===== src/rtl/regfile_ctx.sv =====
// regfile_ctx: DEPTH x DATA_W register file, two async read ports, one op-capable write port,
// and a shadow bank with a one-register-per-cycle save/restore sequencer.  Rev 1.0
`default_nettype none

module regfile_ctx #(
  parameter int DATA_W = 16,
  parameter int ADDR_W = 3,
  parameter int BP_W   = $clog2(DATA_W)
) (
  input  logic              clk,
  input  logic              rst_n,
  input  logic              wr_en,
  input  logic [2:0]        wr_op,
  input  logic [ADDR_W-1:0] wr_addr,
  input  logic [DATA_W-1:0] wr_data,
  input  logic [BP_W-1:0]   bit_pos,
  input  logic [ADDR_W-1:0] rd_addr0,
  input  logic [ADDR_W-1:0] rd_addr1,
  output logic [DATA_W-1:0] rd_data0,
  output logic [DATA_W-1:0] rd_data1,
  input  logic              save_req,
  input  logic              restore_req,
  output logic              ctx_busy,
  output logic              ctx_done,
  output logic              wr_drop
);

  localparam int                C_DEPTH = 2 ** ADDR_W;
  localparam int                C_HALF  = DATA_W / 2;
  localparam logic [ADDR_W-1:0] C_LAST  = ADDR_W'(C_DEPTH - 1);
  localparam logic [31:0]       C_WIDTH = 32'(DATA_W);

  typedef enum logic [1:0] {
    S_IDLE    = 2'd0,
    S_SAVE    = 2'd1,
    S_RESTORE = 2'd2
  } state_t;

  state_t              state_q, state_d;
  logic [ADDR_W-1:0]   idx_q, idx_d;
  logic [DATA_W-1:0]   main_q   [C_DEPTH];
  logic [DATA_W-1:0]   main_d   [C_DEPTH];
  logic [DATA_W-1:0]   shadow_q [C_DEPTH];
  logic [DATA_W-1:0]   shadow_d [C_DEPTH];
  logic                done_q, done_d;
  logic                drop_q, drop_d;
  logic [DATA_W-1:0]   w_cur, w_mask, w_wval;

  // An out-of-range bit index yields an empty mask, turning the bit op into a no-op.
  always_comb begin
    w_cur  = main_q[wr_addr];
    w_mask = '0;
    if (32'(bit_pos) < C_WIDTH) begin
      w_mask = {{(DATA_W-1){1'b0}}, 1'b1} << bit_pos;
    end
    case (wr_op)
      3'b000:  w_wval = wr_data;
      3'b001:  w_wval = {w_cur[C_HALF-1:0], w_cur[DATA_W-1:C_HALF]};
      3'b010:  w_wval = w_cur | w_mask;
      3'b011:  w_wval = w_cur & ~w_mask;
      3'b100:  w_wval = w_cur ^ w_mask;
      default: w_wval = w_cur;
    endcase
  end

  always_comb begin
    state_d  = state_q;
    idx_d    = idx_q;
    main_d   = main_q;
    shadow_d = shadow_q;
    done_d   = 1'b0;
    drop_d   = 1'b0;
    case (state_q)
      S_IDLE: begin
        if (wr_en) begin
          main_d[wr_addr] = w_wval;
        end
        if (save_req) begin
          state_d = S_SAVE;
        end else if (restore_req) begin
          state_d = S_RESTORE;
        end
      end
      S_SAVE, S_RESTORE: begin
        drop_d = wr_en;
        if (state_q == S_SAVE) begin
          shadow_d[idx_q] = main_q[idx_q];
        end else begin
          main_d[idx_q] = shadow_q[idx_q];
        end
        if (idx_q == C_LAST) begin
          state_d = S_IDLE;
          idx_d   = '0;
          done_d  = 1'b1;
        end else begin
          idx_d = idx_q + ADDR_W'(1);
        end
      end
      default: state_d = S_IDLE;
    endcase
  end

  always_ff @(posedge clk or negedge rst_n) begin
    if (!rst_n) begin
      state_q <= S_IDLE;
      idx_q   <= '0;
      done_q  <= 1'b0;
      drop_q  <= 1'b0;
      for (int i = 0; i < C_DEPTH; i++) begin
        main_q[i]   <= '0;
        shadow_q[i] <= '0;
      end
    end else begin
      state_q  <= state_d;
      idx_q    <= idx_d;
      done_q   <= done_d;
      drop_q   <= drop_d;
      main_q   <= main_d;
      shadow_q <= shadow_d;
    end
  end

  assign rd_data0 = main_q[rd_addr0];
  assign rd_data1 = main_q[rd_addr1];
  assign ctx_busy = (state_q != S_IDLE);
  assign ctx_done = done_q;
  assign wr_drop  = drop_q;

endmodule

`default_nettype wire


===== config.mk =====
export PLATFORM = sky130hd
export DESIGN_NAME = regfile_ctx
export DESIGN_NICKNAME = d
export VERILOG_FILES = /design/src/rtl/regfile_ctx.sv
export SDC_FILE = /design/constraint.sdc
export NUM_CORES = 1
export LEC_CHECK = 0
export BUFFER_PORTS_ARGS = -buffer_cell sky130_fd_sc_hd__buf_2
export CORE_UTILIZATION = 48
export CTS_CLUSTER_SIZE = 28
export DETAILED_ROUTE_END_ITERATION = 12
export PLACE_DENSITY_LB_ADDON = 0.25
export SYNTH_ARGS = -nofsm -noshare
export SYNTH_HDL_FRONTEND = slang
export SYNTH_SLANG_ARGS = --single-unit

===== constraint.sdc =====
create_clock -name clk -period 3.3 [get_ports clk]
set_input_delay 0.495 -clock clk [delete_from_list [all_inputs] [get_ports clk]]
set_output_delay 0.495 -clock clk [all_outputs]
set_load 0.01 [all_outputs]

==> impl_metrics.json <==
{
  "synth_top_area_cell": "dfrtp_1",
  "crit_path_max_fanout": 24,
  "rsz0062_at_grt": "no",
  "required_ns": 3.76,
  "synth.avg_cell_area_um2": 10.4,
  "worst_pin_slew_ns": 1.33,
  "slowest_delay_ns": 1.01,
  "grt_pass1_vias": 14700,
  "drt_wl_total_mm": 58.7,
  "fp.coreArea_um2": 33400,
  "layout_common_cells": "261 x dfrtp_1, 259 x nand2_1, 132 x o221ai_1, 120 x buf_4, 101 x mux4_2",
  "die_area_um2": 34600,
  "yosys_warnings": 0,
  "gp_congestion": 0.962,
  "p_leak_nw": 8.01,
  "synthArstFlopShare_pct": 100,
  "final_hold_viol_count": 0,
  "ys_ff_latch": 263,
  "area_growth_pct": 15.0,
  "synth_edf_count": 0,
  "ios": 72,
  "cts_tree": "built",
  "synth_top_area_share_pct": 40.5,
  "status": "completed",
  "dp_hpwl_mm": 39.6,
  "globalRouteOverflowTotal": 0,
  "synthCells": 1569,
  "critPathTopFamily": "simple AND/OR/NAND/NOR gates",
  "synthTopCellsByArea": "dfrtp_1 41%, mux4_2 14%, o221ai_1 7.1%, nand2_1 6.0%, mux2_2 3.3%",
  "final_util_pct": 55.9,
  "layout.nets": 1736,
  "fin_cells": 2130,
  "cts_max_path_buffers": 3,
  "path_buf_inv": 2,
  "row_count": 67,
  "clock_latency_ns": 0.56,
  "drt_iter0_drc": 2138,
  "vdd_drop_max_mv": 0.418,
  "grt_pass1_wl_mm": 89.0,
  "grt_use_total_pct": 34.6,
  "cp-start-kind": "flop",
  "timing.final.crit_share_pct": 92.3,
  "numCtsBuffers": 28,
  "end_kind": "flop",
  "synth_cell_types": 57,
  "route.detailed.drc": 0,
  "slowest_stage": "nor2b_1",
  "synth_area_um2": 16200,
  "die_h_um": 186,
  "slew_viol_final": 0,
  "final_common_cell": "dfrtp_1",
  "arrival_ns": 3.51,
  "syn_nets": 1643,
  "cts_resized": 0,
  "power_density_nw_per_um2": 1000,
  "synth_ff_type": "dfrtp_1",
  "cts_max_level": 1,
  "die_w_um": 186,
  "dp.cells": 2079,
  "cts.sinks": 263,
  "setup_violations": 0,
  "cts_root_buf": "clkbuf_16",
  "grt_max_degree": 82,
  "wire_per_inst_um": 27.6,
  "antenna_found_initial": 1,
  "ant_nets": 0,
  "drive_above_1_share_pct": 24.6,
  "ys_seq_area_share_pct": 40.5,
  "max-slew-margin-rel_pct": 11.1,
  "hold_path.class": "input pin to flop",
  "routed_via_density": 6.91,
  "num_vias": 14700,
  "clock.fmax_mhz": 328,
  "port_buffers": 71,
  "period_needed_ns": 3.05,
  "crit_type": "flop to flop",
  "start_util_pct": 48.6,
  "path_cells": "buf_12, nor2b_1, a22oi_1, o21ai_0, a221oi_1, buf_4, o221ai_1",
  "holdWs_ns": 0.160,
  "power.total_w": 0.0187,
  "firstDrtPassIters": 8,
  "path_clk_slew_ns": 0.07,
  "drv_cap": 0,
  "fin_worst_skew_ns": 0.0176
}
-- layout make-up --
type / instances / area [um2]
fillers: 2874 / 14800
multi-input cells: 1140 / 8980
flip-flops and latches: 263 / 6580
repair buffers: 204 / 1520
clock buffers: 40 / 847
well taps: 448 / 561
clock inverters: 9 / 97.6
inverters: 25 / 93.8
diodes: 1 / 2.50
-- timing repair --
action                                 in CTS  in global routing
hold buffers                                1                  0
setup buffers                               0                  0
endpoints found under the hold margin      77                  0
-- cells by family (layout without fill, tap and decap cells) --
group	Yosys count	in the layout	share of synthesized area, %
AND/OR/NAND/NOR	448	448	11.9
adder cells (fa/ha/maj)	37	37	2.85
AO/OA/AOI/OAI	459	459	20.2
multiplexers	196	196	20.3
flip-flops	263	263	40.5
buffers and inverters	166	278	4.22
other	0	1	0
-- sequential cells by signal, indices dropped and copies added, names as in the netlist --
signal and count:
state_q 2, main_q 128, wr_drop 1, ctx_done 1, idx_q 3, shadow_q 128
-- through the flow --
step	setup TNS [ns]	area, um2	setup WS (ns)
2_1_floorplan	0	16200	0.286
3_3_place_gp	-0.00711	17700	-0.00711
3_5_place_dp	-0.123	17700	-0.0368
4_1_cts	0	18700	0.303
5_1_grt	0	18700	0.176
6_report	0	18700	0.253
-- power by group --
| part | switching (W) | internal [W] |
|---|---|---|
| registers | 0.00144 | 0.00463 |
| logic | 0.00547 | 0.00390 |
| clock network | 0.00133 | 0.00192 |
| total | 0.00824 | 0.0105 |
-- final timing paths --
path,start,end,slack [ns],cells after the start
min in group asynchronous,rst_n,shadow_q[66],0.53,2
max in group asynchronous,rst_n,main_q[31],1.89,3
worst max register to register,idx_q[1],main_q[123],0.25,7
worst max-delay path,idx_q[1],main_q[123],0.25,7
worst min-delay path,wr_en,wr_drop,0.16,2
worst min register to register,shadow_q[27],shadow_q[27],0.48,2
-- synth_stat cells, types with 35 or more instances --
cell	number
a21oi_1	85
a22oi_1	37
buf_2	35
clkbuf_1	94
dfrtp_1	263
ha_1	37
mux2_2	48
mux2i_1	39
mux4_2	101
nand2_1	259
nor2_1	92
nor2b_1	39
o21ai_0	85
o221ai_1	132
-- worst register-to-register path, stage by stage (launching register included) --
cell	delay [ns]
dfrtp_2	0.68
buf_12	0.31
nor2b_1	1.01
a22oi_1	0.14
o21ai_0	0.31
a221oi_1	0.10
buf_4	0.20
o221ai_1	0.20
-- per-layer routing --
layer / up-vias / global-route usage [%] / part of all wire [%]
met5: - / 0 / 0
met1: 7238 / 44.2 / 37
met3: 279 / 7.57 / 11
met4: 0 / 21.4 / 6.9
li1: 6152 / - / -
met2: 1051 / 53.7 / 45
Power figures use the tool's default switching activity.
